### src/rtl/cheshire_video_frame_monitor.sv
// cheshire_video_frame_monitor
// Per-frame checker for a parallel hsync/vsync/RGB video stream on the pixel
// clock. Line and frame timing are recovered from the sync edges, a CRC-32
// (ISO-HDLC) is accumulated over a programmable active window, and a
// registered result record is emitted once per completed frame.
//
// Optional feature: define CHESHIRE_VMON_LINE_CHECK_EN to compare every line
// length in a frame against the first line of that frame (err_code_o[1]).
module cheshire_video_frame_monitor #(
  parameter int unsigned ColorWidth = 8,
  parameter int unsigned CntWidth   = 12,
  parameter logic        HsyncPol   = 1'b1,
  parameter logic        VsyncPol   = 1'b1
) (
  input  logic                    clk_i,
  input  logic                    rst_ni,
  input  logic                    en_i,
  input  logic                    clear_i,
  input  logic                    hsync_i,
  input  logic                    vsync_i,
  input  logic [ColorWidth-1:0]   red_i,
  input  logic [ColorWidth-1:0]   green_i,
  input  logic [ColorWidth-1:0]   blue_i,
  input  logic [CntWidth-1:0]     cfg_h_start_i,
  input  logic [CntWidth-1:0]     cfg_h_active_i,
  input  logic [CntWidth-1:0]     cfg_v_start_i,
  input  logic [CntWidth-1:0]     cfg_v_active_i,
  output logic                    frame_valid_o,
  output logic [31:0]             frame_crc_o,
  output logic [2*CntWidth-1:0]   frame_pix_o,
  output logic [CntWidth-1:0]     h_total_o,
  output logic [CntWidth-1:0]     v_total_o,
  output logic [15:0]             frames_o,
  output logic                    err_o,
  output logic [2:0]              err_code_o
);

  localparam int unsigned PixWidth    = 3 * ColorWidth;
  localparam int unsigned PixCntWidth = 2 * CntWidth;

  typedef enum logic {
    WAIT_VS,
    FRAME
  } state_e;

  // Reflected CRC-32 update, data folded in LSB first.
  function automatic logic [31:0] crc_fold(input logic [31:0] crc,
                                           input logic [PixWidth-1:0] data);
    logic [31:0] c;
    c = crc;
    for (int i = 0; i < PixWidth; i++) begin
      if (c[0] ^ data[i]) c = (c >> 1) ^ 32'hEDB88320;
      else                c = c >> 1;
    end
    return c;
  endfunction

  state_e                 state_q, state_d;
  logic                   hs_q, vs_q;
  logic                   hs_edge, vs_edge;
  logic [CntWidth-1:0]    h_q, v_q, h_cur, v_cur, h_len, v_len;
  logic [CntWidth-1:0]    h_last_q;
  logic                   sat_hit;
  logic [CntWidth-1:0]    cfg_h_start_q, cfg_h_active_q, cfg_v_start_q, cfg_v_active_q;
  logic [CntWidth-1:0]    win_h_start, win_h_active, win_v_start, win_v_active;
  logic [CntWidth:0]      h_end, v_end;
  logic                   in_h, in_v, pix_active;
  logic                   frame_start, record_fire;
  logic [31:0]            crc_q, crc_d, crc_base;
  logic [PixCntWidth-1:0] pix_cnt_q, pix_cnt_d, cnt_base, exp_pix;
  logic                   pix_err, line_err;
  logic [2:0]             err_set;

  // Register the sync inputs; reset to the inactive level.
  always_ff @(posedge clk_i or negedge rst_ni) begin
    if (!rst_ni) begin
      hs_q <= ~HsyncPol;
      vs_q <= ~VsyncPol;
    end else begin
      hs_q <= hsync_i;
      vs_q <= vsync_i;
    end
  end

  assign hs_edge = (hsync_i == HsyncPol) && (hs_q != HsyncPol);
  assign vs_edge = (vsync_i == VsyncPol) && (vs_q != VsyncPol);

  // Current-cycle coordinates with saturating counters.
  always_comb begin
    h_len   = (&h_q) ? h_q : h_q + 1'b1;
    v_len   = (&v_q) ? v_q : v_q + 1'b1;
    sat_hit = 1'b0;
    h_cur   = h_len;
    if (hs_edge) begin
      h_cur = '0;
    end else if (&h_q) begin
      sat_hit = 1'b1;
    end
    v_cur = v_q;
    if (vs_edge) begin
      v_cur = '0;
    end else if (hs_edge) begin
      v_cur = v_len;
      if (&v_q) sat_hit = 1'b1;
    end
  end

  // Coordinate counters run in every state.
  always_ff @(posedge clk_i or negedge rst_ni) begin
    if (!rst_ni) begin
      h_q      <= '0;
      v_q      <= '0;
      h_last_q <= '0;
    end else begin
      h_q <= h_cur;
      v_q <= v_cur;
      if (hs_edge) h_last_q <= h_len;
    end
  end

  // Window configuration is captured at each vsync edge and held for the frame.
  always_ff @(posedge clk_i or negedge rst_ni) begin
    if (!rst_ni) begin
      cfg_h_start_q  <= '0;
      cfg_h_active_q <= '0;
      cfg_v_start_q  <= '0;
      cfg_v_active_q <= '0;
    end else if (vs_edge) begin
      cfg_h_start_q  <= cfg_h_start_i;
      cfg_h_active_q <= cfg_h_active_i;
      cfg_v_start_q  <= cfg_v_start_i;
      cfg_v_active_q <= cfg_v_active_i;
    end
  end

  // Active-window test; on the vsync-edge cycle the new frame's cfg applies.
  always_comb begin
    win_h_start  = vs_edge ? cfg_h_start_i  : cfg_h_start_q;
    win_h_active = vs_edge ? cfg_h_active_i : cfg_h_active_q;
    win_v_start  = vs_edge ? cfg_v_start_i  : cfg_v_start_q;
    win_v_active = vs_edge ? cfg_v_active_i : cfg_v_active_q;
    h_end        = {1'b0, win_h_start} + {1'b0, win_h_active};
    v_end        = {1'b0, win_v_start} + {1'b0, win_v_active};
    in_h         = (h_cur >= win_h_start) && ({1'b0, h_cur} < h_end);
    in_v         = (v_cur >= win_v_start) && ({1'b0, v_cur} < v_end);
    pix_active   = en_i && ((state_q == FRAME) || vs_edge) && in_h && in_v;
  end

  // FSM state register.
  always_ff @(posedge clk_i or negedge rst_ni) begin
    if (!rst_ni) state_q <= WAIT_VS;
    else         state_q <= state_d;
  end

  // FSM next state: frame start and record strobes.
  always_comb begin
    state_d     = state_q;
    frame_start = 1'b0;
    record_fire = 1'b0;
    case (state_q)
      WAIT_VS: begin
        if (en_i && vs_edge) begin
          state_d     = FRAME;
          frame_start = 1'b1;
        end
      end
      FRAME: begin
        if (!en_i) begin
          state_d = WAIT_VS;
        end else if (vs_edge) begin
          record_fire = 1'b1;
          frame_start = 1'b1;
        end
      end
      default: state_d = WAIT_VS;
    endcase
  end

  // CRC and pixel count; the edge-cycle pixel belongs to the new frame.
  always_comb begin
    crc_base  = frame_start ? 32'hFFFF_FFFF : crc_q;
    cnt_base  = frame_start ? '0 : pix_cnt_q;
    crc_d     = crc_base;
    pix_cnt_d = cnt_base;
    if (pix_active) begin
      crc_d = crc_fold(crc_base, {red_i, green_i, blue_i});
      if (!(&cnt_base)) pix_cnt_d = cnt_base + 1'b1;
    end
  end

  // CRC and pixel count accumulators.
  always_ff @(posedge clk_i or negedge rst_ni) begin
    if (!rst_ni) begin
      crc_q     <= '0;
      pix_cnt_q <= '0;
    end else begin
      crc_q     <= crc_d;
      pix_cnt_q <= pix_cnt_d;
    end
  end

`ifdef CHESHIRE_VMON_LINE_CHECK_EN
  logic [CntWidth-1:0] ref_len_q;
  logic                ref_valid_q;

  // Compare closing lines against the first complete line of the frame.
  always_comb begin
    line_err = (state_q == FRAME) && en_i && hs_edge && ref_valid_q && (h_len != ref_len_q);
  end

  // Capture the reference length at the first hsync edge after frame start.
  always_ff @(posedge clk_i or negedge rst_ni) begin
    if (!rst_ni) begin
      ref_len_q   <= '0;
      ref_valid_q <= 1'b0;
    end else if (frame_start) begin
      ref_valid_q <= 1'b0;
    end else if ((state_q == FRAME) && hs_edge && !ref_valid_q) begin
      ref_len_q   <= h_len;
      ref_valid_q <= 1'b1;
    end
  end
`else
  assign line_err = 1'b0;
`endif

  assign exp_pix = {{CntWidth{1'b0}}, cfg_h_active_q} * {{CntWidth{1'b0}}, cfg_v_active_q};
  assign pix_err = record_fire && (pix_cnt_q != exp_pix);
  assign err_set = {sat_hit, line_err, pix_err};

  // Sticky error bits and frame counter; clear wins over same-cycle updates.
  always_ff @(posedge clk_i or negedge rst_ni) begin
    if (!rst_ni) begin
      err_code_o <= '0;
      frames_o   <= '0;
    end else if (clear_i) begin
      err_code_o <= '0;
      frames_o   <= '0;
    end else begin
      err_code_o <= err_code_o | err_set;
      if (record_fire && !(&frames_o)) frames_o <= frames_o + 16'd1;
    end
  end

  assign err_o = |err_code_o;

  // Registered result record for the frame that just completed.
  always_ff @(posedge clk_i or negedge rst_ni) begin
    if (!rst_ni) begin
      frame_valid_o <= 1'b0;
      frame_crc_o   <= '0;
      frame_pix_o   <= '0;
      h_total_o     <= '0;
      v_total_o     <= '0;
    end else begin
      frame_valid_o <= record_fire;
      if (record_fire) begin
        frame_crc_o <= ~crc_q;
        frame_pix_o <= pix_cnt_q;
        h_total_o   <= hs_edge ? h_len : h_last_q;
        v_total_o   <= v_len;
      end
    end
  end

endmodule

### config.mk
export PLATFORM = sky130hd
export DESIGN_NAME = cheshire_video_frame_monitor
export DESIGN_NICKNAME = d
export VERILOG_FILES = /design/src/rtl/cheshire_video_frame_monitor.sv
export SDC_FILE = /design/constraint.sdc
export NUM_CORES = 1
export LEC_CHECK = 0
export ABC_AREA = 1
export CAP_MARGIN = 5
export CORE_MARGIN = 3
export CORE_UTILIZATION = 51
export CTS_CLUSTER_SIZE = 16
export DETAILED_ROUTE_END_ITERATION = 12
export HOLD_SLACK_MARGIN = 0.08
export PLACE_DENSITY = 0.77
export SETUP_SLACK_MARGIN = 0.1
export SYNTH_ARGS = -nofsm -noshare
export SYNTH_HDL_FRONTEND = slang
export SYNTH_SLANG_ARGS = --single-unit
### constraint.sdc
create_clock -name clk_i -period 13.8 [get_ports clk_i]
set_clock_uncertainty 0.05 [all_clocks]
set_input_delay 1.38 -clock clk_i [delete_from_list [all_inputs] [get_ports clk_i]]
set_output_delay 1.38 -clock clk_i [all_outputs]
set_load 0.02 [all_outputs]
==> results of run 1 <==
-- power by group through the flow --
stage / sequential [mW] / clock [mW] / combinational (mW)
floorplan: 0.823 / 0 / 1.44
global placement: 0.836 / 0 / 1.87
detailed placement: 0.839 / 0 / 1.91
CTS: 0.827 / 0.826 / 1.93
global route: 0.834 / 0.857 / 2.20
finish: 0.828 / 0.812 / 1.94
-- sequential cells by signal, indices dropped and copies added (netlist names), 2 cells and up --
register        count
crc_q              32
frame_crc_o        32
frame_pix_o        24
pix_cnt_q          24
frames_o           16
cfg_h_active_q     12
cfg_h_start_q      12
cfg_v_active_q     12
cfg_v_start_q      12
h_last_q           12
h_q                12
h_total_o          12
v_q                12
v_total_o          12
err_code_o          2
-- cells by family after synthesis --
logic type / after synthesis / share of synthesized area (%)
other: 1 / 0.0176
buffers and inverters: 527 / 9.63
XOR/XNOR: 185 / 7.97
multiplexers: 2 / 0.0942
AND/OR/NAND/NOR: 1438 / 29.2
adder cells (fa/ha/maj): 238 / 17.6
AO/OA/AOI/OAI: 274 / 6.98
flip-flops: 242 / 28.5
-- metal layers --
metal  vias to the layer above  part of all wire (%)  GRT usage [%]  wire length (um)
met2                       707                    47           45.4             28100
met4                         0                   4.2           10.8              2520
met5                         -                     0              0                 0
met1                      8998                    42           35.1             25000
met3                       148                   7.0           4.35              4200
li1                       9289                     -              -                 -
-- layout by cell type (no fill, tap or decap), types with 102 or more instances in the layout --
master	n
nor2_1	110
nand2_1	974
inv_1	434
clkdlybuf4s50_1	176
o21ai_0	142
fa_1	102
xor2_1	132
nand3_1	171
ha_1	136
dfrtp_1	242
-- path summary, 6_finish.rpt --
kind | cells past startpoint | slack (ns) | to | from
max in group asynchronous | 2 | 11.34 | frame_crc_o[15] | rst_ni
setup reg to reg | 34 | 7.14 | pix_cnt_q[4] | vs_q
setup / recovery | 34 | 6.21 | pix_cnt_q[4] | vsync_i
hold / removal | 1 | 0.41 | frame_crc_o[31] | crc_q[31]
min in group asynchronous | 1 | 0.73 | h_total_o[3] | rst_ni
hold reg to reg | 1 | 0.41 | frame_crc_o[31] | crc_q[31]
-- through the flow --
step	cells	hold slack, ns	power, mW
6_report	3598	0.409	3.58
5_1_grt	3598	0.418	3.89
4_1_cts	3597	0.414	3.59
3_5_place_dp	3546	0.404	2.75
3_3_place_gp	3546	0.398	2.71
2_1_floorplan	2907	0.390	2.27
-- final cells by class --
type / count / area, sq um
diodes: 1 / 2.50
flip-flops and latches: 242 / 6060
fillers: 3651 / 16600
clock buffers: 42 / 885
repair buffers: 184 / 1830
inverters: 450 / 1700
well taps: 532 / 666
clock inverters: 9 / 130
multi-input cells: 2138 / 13200
==> qor.csv, run 1 <==
stage;metric;value;unit
detailed_routing;ant_nets;0;
clocking;ctsHoldBuffers;0;
synth;synth_fp_nets;3223;
worst_setup_path;cp-end-kind;register;
timing;hold_violations;0;
clocking;clk_latency;0.59;ns
timing;slew_violations;0;
synth;ys_async_sr_fraction;100;%
placement;port_buffers;177;
timing;finalCritPeriodShare;55.0;%
timing;setup_viol;0;
floorplanning;die_h;210;um
clocking;cts_tree;built;
power_and_ir_drop;switching_share;44.2;%
timing;relSlewSlack;27.3;%
synth;post-synth-top-count-cell;nand2_1;
synth;synth_cell_types;56;
floorplanning;start_util;51.8;%
synth;yosysSeqAreaShare;28.5;%
clocking;numCtsBuffers;29;
grt;grt_max_degree;125;
timing;period_needed;7.59;ns
power_and_ir_drop;seqPwrFrac;23.1;%
grt;antenna_found_initial;1;
grt;grt-ovfl-total;0;
synth;ys_warn_count;0;
synth;synth_top_cell_area_share;28.5;%
power_and_ir_drop;p_switching;1.58;mW
detailed_routing;num_vias;19100;
synth;ys.flop_type;dfrtp_1;
grt;grt_pass1_wl;97.0;mm
status;status;completed;
power_and_ir_drop;p_per_area;147;mW/mm^2
grt;first_global_vias;18900;
worst_setup_path;slowest_delay;0.54;ns
finish;final_nets;3361;
clocking;ctsResizeCount;0;
worst_setup_path;crit_path_start_kind;primary input;
power_and_ir_drop;ir_worst_vdd;0.118;mV
power_and_ir_drop;clkPwrFrac;22.7;%
detailed_routing;firstDrtPassIters;6;
timing;clock.fmax;132;MHz
floorplanning;die_x;210;um
detailed_routing;via_per_inst;5.32;
synth;syn_avg_cell_area;7.31;sq um
timing;rsz0062_at_grt;false;
synth;synth_area;0.0212;sq mm
synth;synth_edf_count;0;
floorplanning;ios;179;
worst_setup_path;cp_top_family;buffers and inverters;
worst_setup_path;crit_top_cell;nor2_1;
floorplanning;dieArea;0.0441;sq mm
flow_run;drv_cap;0;
power_and_ir_drop;leakagePower;12.9;nW
detailed_routing;avgRoutedWirePerCell;16.6;um
timing;worst_slew_pin_slew;1.09;ns
worst_setup_path;cp_max_fo;61;
synth;synthesis.instances;2907;
power_and_ir_drop;combPwrFrac;54.2;%
finish;fin_util;59.6;%
placement;place_area;0.0234;sq mm
clocking;cts_max_level;1;
clocking;cts_max_path_buffers;3;
finish;syn_to_final_growth;15.0;%
power_and_ir_drop;p_int;2.00;mW
detailed_routing;wl;59.8;mm
synth;yosys.area.top_type;dfrtp_1;
synth;synth_seq_cells;242;
floorplanning;num_rows;74;
min_path;worstHoldPathType;reg2reg;
grt;grtUsageTotal;27.0;%
floorplanning;core;0.0410;sq mm
timing;worst_slack;6.21;ns
placement;dpl_worst_slack;5.74;ns
placement;hpwlAfterDp;45.8;mm
worst_setup_path;critPathKind;in2reg;
worst_setup_path;path_buf_inv;7;
detailed_routing;drtIter0Drc;1377;
timing;tns;0;ns
finish;layout-drive-gt1-share;6.59;%
worst_setup_path;crit_required;14.24;ns
clocking;numClockSinks;242;
clocking;clk_pin_slew;0.06;ns
worst_setup_path;crit_arrival;8.03;ns
synth;synthTopCellsByArea;dfrtp_1 (29%), nand2_1 (17%), fa_1 (9.6%);
clocking;post-cts-setup-buffer-count;0;
detailed_routing;drc;0;
synth;yosys-top-cells-count;nand2_1 (975), inv_1 (435), dfrtp_1 (242);
finish;fin_area;0.0244;sq mm
worst_setup_path;slowest_stage;buf_4;
placement;place.gp.congestion;0.967;
clocking;cts-root-buf;clkbuf_16;
Note: power is estimated with default switching activity, not from simulation.
==> run 2: changes to the inputs <==
PLACE_DENSITY = 0.79   (was 0.77)
clock period = 6.62 ns   (was 13.8 ns; I/O delays follow)
==> run 2 against run 1 <==
Against the previous run:
- critical path depth decreased by 13
- setup slack got worse by 5.7 ns
- total power increased by 110%
- global-route usage increased by 0.73 points
- clock-buffer cell count decreased by 2
- critical path type is now reg2reg
- clock power increased by 120%
- die area unchanged
- via count increased by 1.5%
- register-to-register slack got worse by 6.6 ns
==> qor.csv, run 2 (synthesis gave the netlist of run 1 again) <==
stage;metric;value;unit;change
status;status;completed;;unchanged
detailed_routing;firstDrtPassIters;7;;was 6
clocking;post-cts-setup-buffer-count;0;;unchanged
floorplanning;start_util;51.8;%;unchanged
clocking;cts_max_level;1;;unchanged
timing;hold_violations;0;;unchanged
worst_setup_path;crit_required;7.04;ns;was 14.24 ns
detailed_routing;wl;60.8;mm;was 59.8 mm
detailed_routing;via_per_inst;5.39;;was 5.32
worst_setup_path;slowest_stage;dfrtp_1;;was buf_4
finish;mostFrequentLayoutCells;nand2_1 (975), inv_1 (434), dfrtp_1 (242), clkdlybuf4s50_1 (176), nand3_1 (171);;was nand2_1 (974), inv_1 (434), dfrtp_1 (242), clkdlybuf4s50_1 (176), nand3_1 (171)
floorplanning;num_rows;74;;unchanged
worst_setup_path;crit_end;err_code_o[0];;was pix_cnt_q[4]
grt;grtUsageTotal;27.7;%;was 27.0%
worst_setup_path;path_buf_inv;2;;was 7
flow_run;drv_cap;0;;unchanged
finish;fin_area;0.0245;sq mm;was 0.0244 sq mm
floorplanning;ios;179;;unchanged
worst_setup_path;r2r_slack;0.53;ns;was 7.14 ns
worst_setup_path;crit_start;cfg_h_active_q[7];;was vsync_i
detailed_routing;drc;0;;unchanged
clocking;cts_tree;built;;unchanged
grt;first_global_vias;19300;;was 18900
worst_setup_path;r2r_end;err_code_o[0];;was pix_cnt_q[4]
detailed_routing;drtIter0Drc;1692;;was 1377
worst_setup_path;crit_path_start_kind;register;;was primary input
timing;finalCritPeriodShare;92.0;%;
clocking;clk_latency;0.61;ns;was 0.59 ns
worst_setup_path;cp_top_family;adder cells;;was buffers and inverters
finish;layout-drive-gt1-share;6.67;%;was 6.59%
placement;port_buffers;177;;unchanged
clocking;clk_pin_slew;0.06;ns;about the same
worst_setup_path;worstRegToRegCells;21;;was 34
finish;fin_util;59.8;%;was 59.6%
worst_setup_path;cp-end-kind;register;;unchanged
power_and_ir_drop;leakagePower;12.9;nW;about the same
floorplanning;core;0.0410;sq mm;unchanged
timing;relSlewSlack;30.0;%;was 27.3%
grt;grt_pass1_wl;99.8;mm;was 97.0 mm
worst_setup_path;critPathKind;reg2reg;;was in2reg
timing;worst_slew_pin_slew;1.05;ns;was 1.09 ns
clocking;numClockSinks;242;;unchanged
timing;rsz0062_at_grt;false;;unchanged
min_path;worstHoldPathType;in2async;;was reg2reg
grt;grt_max_degree;130;;was 125
finish;top_regs;crc_q x32, frame_crc_o x32;;unchanged
worst_setup_path;slowest_delay;0.71;ns;was 0.54 ns
clocking;cts_max_path_buffers;3;;unchanged
timing;hold_ws;0.0769;ns;was 0.409 ns
finish;syn_to_final_growth;15.5;%;was 15.0%
timing;tns;0;ns;unchanged
timing;slew_violations;0;;unchanged
timing;setup_viol;0;;unchanged
detailed_routing;ant_nets;0;;unchanged
placement;place.gp.congestion;0.958;;was 0.967
worst_setup_path;crit_chain;nand2_1, fa_1, fa_1, fa_1, fa_1, fa_1, inv_1, ha_1, a21oi_1, o21ai_0, a21oi_1, o21ai_0, a31oi_1, xor2_1, inv_1, nor2_1, nand3_1, nor2_1, nand2_1, nand2_1, a21oi_1;;
clocking;cts-root-buf;clkbuf_16;;unchanged
worst_setup_path;crit_top_cell;fa_1;;was nor2_1
floorplanning;dieArea;0.0441;sq mm;unchanged
floorplanning;die_x;210;um;unchanged
placement;hpwlAfterDp;47.2;mm;was 45.8 mm
worst_setup_path;reg2reg_from;cfg_h_active_q[7];;was vs_q
detailed_routing;num_vias;19400;;was 19100
worst_setup_path;crit_arrival;6.51;ns;was 8.03 ns
finish;final_common_cell;nand2_1;;unchanged
timing;clock.fmax;164;MHz;
power_and_ir_drop;p_total;7.56;mW;was 3.58 mW
clocking;ctsResizeCount;0;;unchanged
worst_setup_path;worst-path-stages;21;;was 34
finish;final_nets;3365;;was 3361
grt;grt-ovfl-total;0;;unchanged
clocking;numCtsBuffers;30;;was 29
floorplanning;die_h;210;um;unchanged
worst_setup_path;cp_max_fo;13;;was 61
placement;place_area;0.0235;sq mm;was 0.0234 sq mm
timing;period_needed;6.09;ns;
power_and_ir_drop;ir_worst_vdd;0.233;mV;was 0.118 mV
grt;antenna_found_initial;1;;unchanged
power_and_ir_drop;p_per_area;308;mW/mm^2;was 147 mW/mm^2
clocking;ctsHoldBuffers;0;;unchanged
detailed_routing;avgRoutedWirePerCell;16.9;um;was 16.6 um
-- run 2: worst min path at each step --
stage	from	endpoint	slack [ns]	cells past startpoint
after floorplan	rst_ni	cfg_h_active_q[0]	0.32	0
after global placement	crc_q[21]	frame_crc_o[21]	0.39	1
after detailed placement	crc_q[13]	frame_crc_o[13]	0.41	1
after CTS	rst_ni	hs_q	0.13	1
after global routing	rst_ni	hs_q	0.15	1
final	rst_ni	h_total_o[6]	0.08	1
-- run 2: layout make-up --
| cell class | instances | area, sq um |
|---|---|---|
| antenna | 1 | 2.50 |
| multi-input combinational | 2138 | 13200 |
| timing repair buffer | 187 | 1890 |
| clock buffer | 40 | 838 |
| tap | 532 | 666 |
| fill | 3690 | 16500 |
| sequential | 242 | 6060 |
| clock inverter | 15 | 221 |
| inverter | 450 | 1700 |
-- run 2: metal layers --
layer	vias up	global-route usage, %	share of wire [%]
met5	-	0	0
met4	0	9.53	3.9
met3	132	3.44	6.9
met2	705	46.7	47
met1	9297	37.3	42
li1	9298	-	-
-- run 2: report_power, final --
group	total (mW)	switching [mW]	internal [mW]	leakage (nW)
Combinational	4.07	2.50	1.57	9.37
Sequential	1.73	0.145	1.59	3.05
Clock	1.76	0.707	1.05	0.516
-- run 2: worst register-to-register path: cells and delay by family (launching register included) --
| kind | cells | cell delay (ns) |
|---|---|---|
| flops | 1 | 0.71 |
| buf+inv | 2 | 0.11 |
| fa+ha+maj | 6 | 2.95 |
| compound gates | 6 | 1.34 |
| simple gates | 6 | 0.65 |
| xor+xnor | 1 | 0.16 |
-- run 2: through the flow --
stage | setup WS [ns] | std cells
finish | 0.529 | 3605
global route | 0.235 | 3604
detailed placement | 0.294 | 3549
CTS | 0.528 | 3604
global placement | 0.560 | 3549
floorplan | 1.46 | 2907
